--- src/rtl/cp0_exc_sequencer.sv ---
// cp0_exc_sequencer: sole owner of the CP0 write port. Sequences MTC0
// forwards, exception/interrupt entry (EPC, Cause, Status) and ERET exit,
// keeping shadow copies of Status, Cause.IP[1:0] and EPC so that interrupt
// detection and ERET never need the CP0 read port.
//
// All outputs are registered. The write or redirect seen while in a state is
// issued by the transition into that state, so e.g. the redirect pulse is
// computed while leaving WR_STATUS / ERET_ST and is visible during REDIRECT.
module cp0_exc_sequencer #(
   parameter logic [31:0] EXC_VECTOR = 32'hBFC00380
) (
   input  logic        clk,
   input  logic        rst,
   input  logic [5:0]  interrupt,
   input  logic        commit_valid,
   input  logic [31:0] commit_pc,
   input  logic        commit_bd,
   input  logic        exc_valid,
   input  logic [4:0]  exc_code,
   input  logic        eret_valid,
   input  logic        mtc0_en,
   input  logic [4:0]  mtc0_addr,
   input  logic [31:0] mtc0_data,
   output logic        mtc0_stall,
   output logic        cp0_write_en,
   output logic [4:0]  cp0_write_addr,
   output logic [31:0] cp0_write_data,
   output logic        flush,
   output logic        redirect_valid,
   output logic [31:0] redirect_pc,
   output logic        busy
);

   localparam logic [4:0]  REG_STATUS  = 5'd12;
   localparam logic [4:0]  REG_CAUSE   = 5'd13;
   localparam logic [4:0]  REG_EPC     = 5'd14;
   localparam logic [31:0] STATUS_MASK = 32'h0000FF03;

   typedef enum logic [2:0] {
      IDLE, WR_EPC, WR_CAUSE, WR_STATUS, ERET_ST, REDIRECT
   } state_t;

   state_t      state_q, state_d;
   logic [31:0] sh_status_q, sh_status_d;
   logic [1:0]  sh_swip_q, sh_swip_d;
   logic [31:0] sh_epc_q, sh_epc_d;
   logic [5:0]  int_q, int_d;
   logic        bd_q, bd_d;
   logic [4:0]  code_q, code_d;
   logic        wr_en_q, wr_en_d;
   logic [4:0]  wr_addr_q, wr_addr_d;
   logic [31:0] wr_data_q, wr_data_d;
   logic        flush_q, flush_d;
   logic        rdr_valid_q, rdr_valid_d;
   logic [31:0] rdr_pc_q, rdr_pc_d;

   logic        in_idle, int_pending, int_take;
   logic        take_exc, take_eret, take_mtc0;
   logic [31:0] epc_val, status_exl, status_eret;

   // Event arbitration in IDLE: exception > interrupt > ERET > MTC0.
   always_comb begin
      in_idle     = (state_q == IDLE);
      int_pending = sh_status_q[0] & ~sh_status_q[1] &
                    (|({int_q, sh_swip_q} & sh_status_q[15:8]));
      int_take    = int_pending & commit_valid;
      take_exc    = in_idle & (exc_valid | int_take);
      take_eret   = in_idle & ~exc_valid & ~int_take & eret_valid;
      take_mtc0   = in_idle & mtc0_en & ~exc_valid & ~int_take & ~eret_valid;
      epc_val     = commit_bd ? (commit_pc - 32'd4) : commit_pc;
      status_exl  = (sh_status_q | 32'd2) & STATUS_MASK;
      status_eret = sh_status_q & ~32'd2;
   end

   // Next-state, shadow updates and registered CP0 write / redirect outputs.
   always_comb begin
      state_d     = state_q;
      sh_status_d = sh_status_q;
      sh_swip_d   = sh_swip_q;
      sh_epc_d    = sh_epc_q;
      int_d       = interrupt;
      bd_d        = bd_q;
      code_d      = code_q;
      wr_en_d     = 1'b0;
      wr_addr_d   = wr_addr_q;
      wr_data_d   = wr_data_q;
      flush_d     = 1'b0;
      rdr_valid_d = 1'b0;
      rdr_pc_d    = rdr_pc_q;
      unique case (state_q)
         IDLE: begin
            if (take_exc) begin
               state_d   = WR_EPC;
               flush_d   = 1'b1;
               wr_en_d   = 1'b1;
               wr_addr_d = REG_EPC;
               wr_data_d = epc_val;
               sh_epc_d  = epc_val;
               bd_d      = commit_bd;
               code_d    = exc_valid ? exc_code : 5'd0;
            end else if (take_eret) begin
               state_d     = ERET_ST;
               flush_d     = 1'b1;
               wr_en_d     = 1'b1;
               wr_addr_d   = REG_STATUS;
               wr_data_d   = status_eret;
               sh_status_d = status_eret;
            end else if (take_mtc0) begin
               wr_en_d   = 1'b1;
               wr_addr_d = mtc0_addr;
               wr_data_d = mtc0_data;
               if (mtc0_addr == REG_STATUS) sh_status_d = mtc0_data & STATUS_MASK;
               if (mtc0_addr == REG_CAUSE)  sh_swip_d   = mtc0_data[9:8];
               if (mtc0_addr == REG_EPC)    sh_epc_d    = mtc0_data;
            end
         end
         WR_EPC: begin
            state_d   = WR_CAUSE;
            wr_en_d   = 1'b1;
            wr_addr_d = REG_CAUSE;
            wr_data_d = {bd_q, 15'b0, int_q, sh_swip_q, 1'b0, code_q, 2'b0};
         end
         WR_CAUSE: begin
            state_d     = WR_STATUS;
            wr_en_d     = 1'b1;
            wr_addr_d   = REG_STATUS;
            wr_data_d   = sh_status_q | 32'd2;
            sh_status_d = status_exl;
         end
         WR_STATUS: begin
            state_d     = REDIRECT;
            rdr_valid_d = 1'b1;
            rdr_pc_d    = EXC_VECTOR;
         end
         ERET_ST: begin
            state_d     = REDIRECT;
            rdr_valid_d = 1'b1;
            rdr_pc_d    = sh_epc_q;
         end
         REDIRECT: state_d = IDLE;
         default:  state_d = IDLE;
      endcase
   end

   // State, shadow and output registers; reset abandons any sequence.
   always_ff @(posedge clk or negedge rst) begin
      if (!rst) begin
         state_q     <= IDLE;
         sh_status_q <= '0;
         sh_swip_q   <= '0;
         sh_epc_q    <= '0;
         int_q       <= '0;
         bd_q        <= 1'b0;
         code_q      <= '0;
         wr_en_q     <= 1'b0;
         wr_addr_q   <= '0;
         wr_data_q   <= '0;
         flush_q     <= 1'b0;
         rdr_valid_q <= 1'b0;
         rdr_pc_q    <= '0;
      end else begin
         state_q     <= state_d;
         sh_status_q <= sh_status_d;
         sh_swip_q   <= sh_swip_d;
         sh_epc_q    <= sh_epc_d;
         int_q       <= int_d;
         bd_q        <= bd_d;
         code_q      <= code_d;
         wr_en_q     <= wr_en_d;
         wr_addr_q   <= wr_addr_d;
         wr_data_q   <= wr_data_d;
         flush_q     <= flush_d;
         rdr_valid_q <= rdr_valid_d;
         rdr_pc_q    <= rdr_pc_d;
      end
   end

   assign mtc0_stall     = mtc0_en & ~take_mtc0;
   assign cp0_write_en   = wr_en_q;
   assign cp0_write_addr = wr_addr_q;
   assign cp0_write_data = wr_data_q;
   assign flush          = flush_q;
   assign redirect_valid = rdr_valid_q;
   assign redirect_pc    = rdr_pc_q;
   assign busy           = ~in_idle;

endmodule

--- config.mk ---
export PLATFORM = sky130hd
export DESIGN_NAME = cp0_exc_sequencer
export DESIGN_NICKNAME = d
export VERILOG_FILES = /design/src/rtl/cp0_exc_sequencer.sv
export SDC_FILE = /design/constraint.sdc
export NUM_CORES = 1
export LEC_CHECK = 0
export ABC_AREA = 1
export BUFFER_PORTS_ARGS = -buffer_cell sky130_fd_sc_hd__buf_2
export CAP_MARGIN = 0
export CORE_MARGIN = 1.5
export CORE_UTILIZATION = 53
export CTS_BUF_LIST = sky130_fd_sc_hd__clkbuf_4
export DETAILED_ROUTE_END_ITERATION = 6
export HOLD_SLACK_MARGIN = 0.06
export PLACE_DENSITY = 0.85
export REMOVE_ABC_BUFFERS = 1
export SLEW_MARGIN = 5
export SYNTH_ARGS = -nofsm -noshare
export SYNTH_HDL_FRONTEND = slang
export SYNTH_SLANG_ARGS = --single-unit
--- constraint.sdc ---
create_clock -name clk -period 3.3 [get_ports clk]
set_clock_uncertainty 0.1 [all_clocks]
set_input_delay 0.66 -clock clk [delete_from_list [all_inputs] [get_ports clk]]
set_output_delay 0.66 -clock clk [all_outputs]
set_load 0.005 [all_outputs]
==> results of run 1 <==
-- sequential cells by signal, indices dropped and copies added (netlist names), 3 cells and up --
signal          count
sh_status_q        10
code_q              5
redirect_pc        32
sh_epc_q           32
state_q             3
cp0_write_data     32
cp0_write_addr      5
int_q               6
-- metal layers --
metal | GRT usage, % | wire length, um | vias to the layer above
met3 | 7.38 | 2010 | 54
met4 | 12.1 | 566 | 0
li1 | - | - | 3198
met2 | 49.3 | 9220 | 384
met5 | 0 | 0 | -
met1 | 42.4 | 8270 | 3199
-- placed cells by master, fill, tap and decap left out, types with 9 or more instances in the layout --
cell type,instances
o22a_1,12
o21ai_1,9
a31oi_1,22
inv_1,73
clkbuf_4,17
nand3_1,60
a32o_1,16
nand4_1,18
nand2_1,291
buf_2,159
o21ai_0,49
buf_4,13
a21oi_1,20
nor2_1,111
dfrtp_1,131
-- through the flow --
step	hold slack [ns]	util (%)	worst slack, ns
5_1_grt	0.0761	65.7	0.352
6_report	0.102	65.7	0.449
2_1_floorplan	0.264	-	-0.0431
3_5_place_dp	0.362	63.1	0.613
3_3_place_gp	0.357	63.1	0.619
4_1_cts	0.0835	65.7	0.473
-- final cells by class --
type	count	area [um2]
clock inverters	15	178
fillers	1079	4170
inverters	79	297
repair buffers	176	963
diodes	1	2.50
multi-input cells	635	2940
flip-flops and latches	131	3280
well taps	168	210
clock buffers	17	128
-- path summary, 6_finish.rpt --
check,start,endpoint,slack (ns),cells past startpoint
worst max-delay path,sh_status_q[11],mtc0_stall,0.45,9
worst min-delay path,interrupt[4],int_q[4],0.10,1
worst max register to register,sh_status_q[11],sh_epc_q[12],0.65,10
worst min register to register,cp0_write_data[25],cp0_write_data[25],0.40,2
max in group asynchronous,rst,code_q[1],1.89,3
min in group asynchronous,rst,redirect_pc[25],0.48,2
-- cells by family after synthesis --
logic type	synth area share [%]
simple gates	31.1
buf+inv	7.18
fa+ha+maj	0.187
flops	49.0
compound gates	12.1
xor+xnor	0.393
-- power by group --
group	total (uW)	internal [uW]	switching, uW
Clock	1180	532	652
Sequential	2630	2260	368
Combinational	3020	1110	1910
Total	6830	3900	2930
-- critical path, delay by kind of cell, from the launching register on --
kind	cells	cell delay, ns
AND/OR/NAND/NOR	7	0.94
buffers and inverters	2	0.17
flip-flops	1	0.43
-- timing repair --
action                                 4_1_cts  5_1_grt
endpoints found under the hold margin       31        0
buffers inserted                             0        0
hold buffers                                 1        0
==> results.toml, run 1 <==
[outcome]
status = "finished, final reports clean"

[drt]
wl_um = 20100
ant_nets = 0
dr.pass1.iters = 7
avgViaCountPerCell = 5.59
num_vias = 6835
drt_iter0_markers = 789
remaining_drc_errors = 0
wire_per_inst_um = 16.4

[floorplan]
die_x_um = 115
pin_count = 161
dieArea_um2 = 13300
dieHeight_um = 115
core_um2 = 12200
rows = 40
initial_utilization_pct = 55.0

[sta]
fin_crit_sh_pct = 86.4
slew_violations = 0
maxSlewHeadroom_pct = 42.5
tightest_slew_ns = 0.859
clock.fmax_ghz = 0.351
setup_tns_ns = 0
rsz0062_at_grt = "no"
finalSetupViolations = 0
finalHoldViolations = 0
min_period_ns = 2.85

[yosys]
synth_most_common_cell = "nand2_1"
avgSynthCellArea_um2 = 7.58
synth_edf_count = 0
netlist_area_um2 = 6690
synthTopCellsByArea = "dfrtp_1 49%, nand2_1 16%, nor2_1 6.2%"
async_flop_share_pct = 100
yosysUniqueCellTypes = 33
yosys_warnings = 0
netlist_top_cells_count = "292 x nand2_1, 131 x dfrtp_1, 111 x nor2_1"
synth_top_area_share_pct = 49.0
synth_ff_type = "dfrtp_1"
seq_area_frac_synth_pct = 49.0
synth_area_leader_cell = "dfrtp_1"
synth-seq-cells = 131
synthCells = 882

[cts]
post_cts_resized = 0
cts_made_buffers = 17
cts_max_level = 4
clk_path_buf_depth = 2
clock-sinks = 131
clk_pin_slew_ns = 0.13
clockRootBuffer = "clkbuf_4"
clkLatencyLatePin_ns = 0.55
cts_tree = "done"

[setup_path]
worstSetupStartpointType = "register"
cpMostUsedCell = "nand2_1"
cp.arrival_ns = 2.09
cp_max_fo = 4
critical_path_class = "reg2out"
path_cells = "nand2_1 > nand2_1 > nor2_1 > nand2_1 > nand2_1 > nand3_1 > nand2_1 > inv_1 > buf_2"
slowest_stage = "dfrtp_1"
critPathCaptureType = "primary output"
required_ns = 2.54
timing.critical_path.slowest_cell_delay_ns = 0.43

[global_routing]
grt_max_degree = 52
grt_pass1_wl_um = 31900
gr-total-overflow = 0
antenna_found_initial = 1
first_global_vias = 6363
grt_use_total_pct = 31.4

[pwr]
p_total_uw = 6830
leakage_uw = 0.00423
p_per_area_nw_per_um2 = 854
ir_worst_vdd_uv = 372

[cells_and_area]
syn_to_final_growth_pct = 19.6
final_nets = 1128
instances_no_fill = 1222
layout-drive-gt1-share_pct = 21.2
design_area_um2 = 8000

[place]
port_buffers = 160
place_inst = 1188
gp_congestion = 0.942
post_dp_cell_area_um2 = 7680
hpwl_um = 14000

[worst_hold_path]
hp-class = "in2reg"

[run]
max_cap_viol_count = 0
Note: power is estimated with default switching activity, not from simulation.
==> run 2: changes to the inputs <==
--- a/config.mk
+++ b/config.mk
@@ -6,14 +6,14 @@
 export NUM_CORES = 1
 export LEC_CHECK = 0
 export ABC_AREA = 1
-export BUFFER_PORTS_ARGS = -buffer_cell sky130_fd_sc_hd__buf_2
 export CAP_MARGIN = 0
 export CORE_MARGIN = 1.5
 export CORE_UTILIZATION = 53
 export CTS_BUF_LIST = sky130_fd_sc_hd__clkbuf_4
 export DETAILED_ROUTE_END_ITERATION = 6
+export DONT_BUFFER_PORTS = 1
 export HOLD_SLACK_MARGIN = 0.06
-export PLACE_DENSITY = 0.85
+export PLACE_DENSITY = 0.74
 export REMOVE_ABC_BUFFERS = 1
 export SLEW_MARGIN = 5
 export SYNTH_ARGS = -nofsm -noshare
==> run 2 against run 1 <==
The flow now finishes with violations (hold timing). Clock power is 20% lower. Largest cell class unchanged. Largest power group is now sequential cells. First-iteration DRC count is 30% lower. Worst hold slack worse by 0.42 ns. Critical path type unchanged.
==> results.toml, run 2 (synthesis results as in run 1) <==
[outcome]
status = "complete, but fails checks"
violations = "hold timing"

[sta]
min_period_ns = 3.01
slew_violations = 0
clock.fmax_ghz = 0.332
finalHoldViolations = 131
fin_crit_sh_pct = 91.3
maxSlewHeadroom_pct = 47.6
finalSetupViolations = 0
hold_slack_ns = -0.314
layout_setup_ws_ns = 0.286
rsz0062_at_grt = "no"
tightest_slew_ns = 0.786

[cts]
clock-sinks = 131
clkLatencyLatePin_ns = 0.56
post_cts_resized = 0
cts_hold_buf = 6
clk_path_buf_depth = 2
cts_max_level = 4
clockRootBuffer = "clkbuf_4"
cts_made_buffers = 17
post-cts-setup-buffers = 0
cts_tree = "done"
clk_pin_slew_ns = 0.11

[setup_path]
timing.critical_path.slowest_cell_delay_ns = 0.43
worst_r2r_path_depth = 10
critical_path_class = "reg2out"
slowest_stage = "dfrtp_1"
worstSetupStartpointType = "register"
cp_top_family = "simple AND/OR/NAND/NOR gates"
cp_max_fo = 12
cp.arrival_ns = 2.25
path_cells = "nand2_1 > nand2_1 > nor2_1 > nand2_1 > nand2_1 > nand3_1 > nand2_1 > inv_1"
crit_buf_inv = 1
critPathCaptureType = "primary output"
cp.depth = 8
cpMostUsedCell = "nand2_1"
required_ns = 2.54

[pwr]
p_total_uw = 6140
p_per_area_nw_per_um2 = 864
ir_worst_vdd_uv = 459
leakage_uw = 0.00354

[cells_and_area]
syn_to_final_growth_pct = 6.25
layout_commonest_cell = "nand2_1"
diodes = 0
regArea_um2 = 3280
final_cell_mix = "291 x nand2_1, 131 x dfrtp_1, 111 x nor2_1, 73 x inv_1, 60 x nand3_1"
final_nets = 970
fillers = 1142
layout-drive-gt1-share_pct = 5.94
multi_input_area_um2 = 2940

[global_routing]
first_global_vias = 5653
gr-total-overflow = 0
antenna_found_initial = 0
grt_max_degree = 132
grt_pass1_wl_um = 30200
grt_use_total_pct = 30.2

[drt]
remaining_drc_errors = 0
dr.pass1.iters = 5
avgViaCountPerCell = 5.69
num_vias = 6038
ant_nets = 0
drt_iter0_markers = 554
wl_um = 19300
wire_per_inst_um = 18.1

[floorplan]
dieArea_um2 = 13300
dieHeight_um = 115
pin_count = 161
core_um2 = 12200
initial_utilization_pct = 55.0
die_x_um = 115
rows = 40

[run]
max_cap_viol_count = 0

[place]
gp_congestion = 0.950
post-place-ws_ns = 0.554
port_buffers = 0
hpwl_um = 13300

[worst_hold_path]
hp-class = "in2async"
run 2: cell type report:
cell class,count,area share [%]
clock buffers,20,2.11
clock inverters,10,0.968
inverters,79,4.17
multi-input cells,635,41.4
flip-flops and latches,131,46.1
well taps,168,2.96
repair buffers,18,2.29
run 2: per-layer routing:
metal | routed length [um] | track usage [%] | part of all wire [%]
met1 | 8100 | 41.3 | 42
met2 | 8540 | 45.0 | 44
met3 | 2140 | 9.28 | 11
met4 | 472 | 11.9 | 2.5
met5 | 0 | 0 | 0
run 2: metrics by stage:
stage / cells / hold slack (ns) / instance area [um2] / util (%) / setup TNS (ns)
5_1_grt: 1061 / -0.352 / 7110 / 58.4 / 0
3_3_place_gp: 1025 / 0.268 / 6830 / 56.1 / 0
4_1_cts: 1061 / -0.347 / 7110 / 58.4 / 0
2_1_floorplan: 845 / 0.264 / 6500 / - / -1.16
3_5_place_dp: 1025 / 0.268 / 6830 / 56.1 / 0
6_report: 1061 / -0.314 / 7110 / 58.4 / 0
run 2: final timing paths:
kind	startpoint	endpoint	slack, ns
worst max register to register	sh_status_q[15]	cp0_write_data[7]	0.67
max in group asynchronous	rst	sh_swip_q[0]	3.21
worst max-delay path	sh_status_q[15]	mtc0_stall	0.29
worst min register to register	sh_epc_q[28]	sh_epc_q[28]	0.40
min in group clk	mtc0_data[9]	sh_swip_q[1]	0.13
worst min-delay path	rst	redirect_pc[6]	-0.31
run 2: worst reg2reg max path: stages (launching register included):
cell and delay, ns:
dfrtp_1 0.43, nand2_1 0.09, nand2_1 0.05, nor2_1 0.09
nand2_1 0.07, nand2_1 0.35, nand3_1 0.50, inv_1 0.45
o21ai_0 0.23, nand2_1 0.11, nand2_1 0.06
run 2: power breakdown:
group	internal (uW)	switching, uW	leakage, uW
registers	2260	459	0.00159
clock network	370	572	0.000121
logic	825	1650	0.00183
total	3460	2680	0.00354
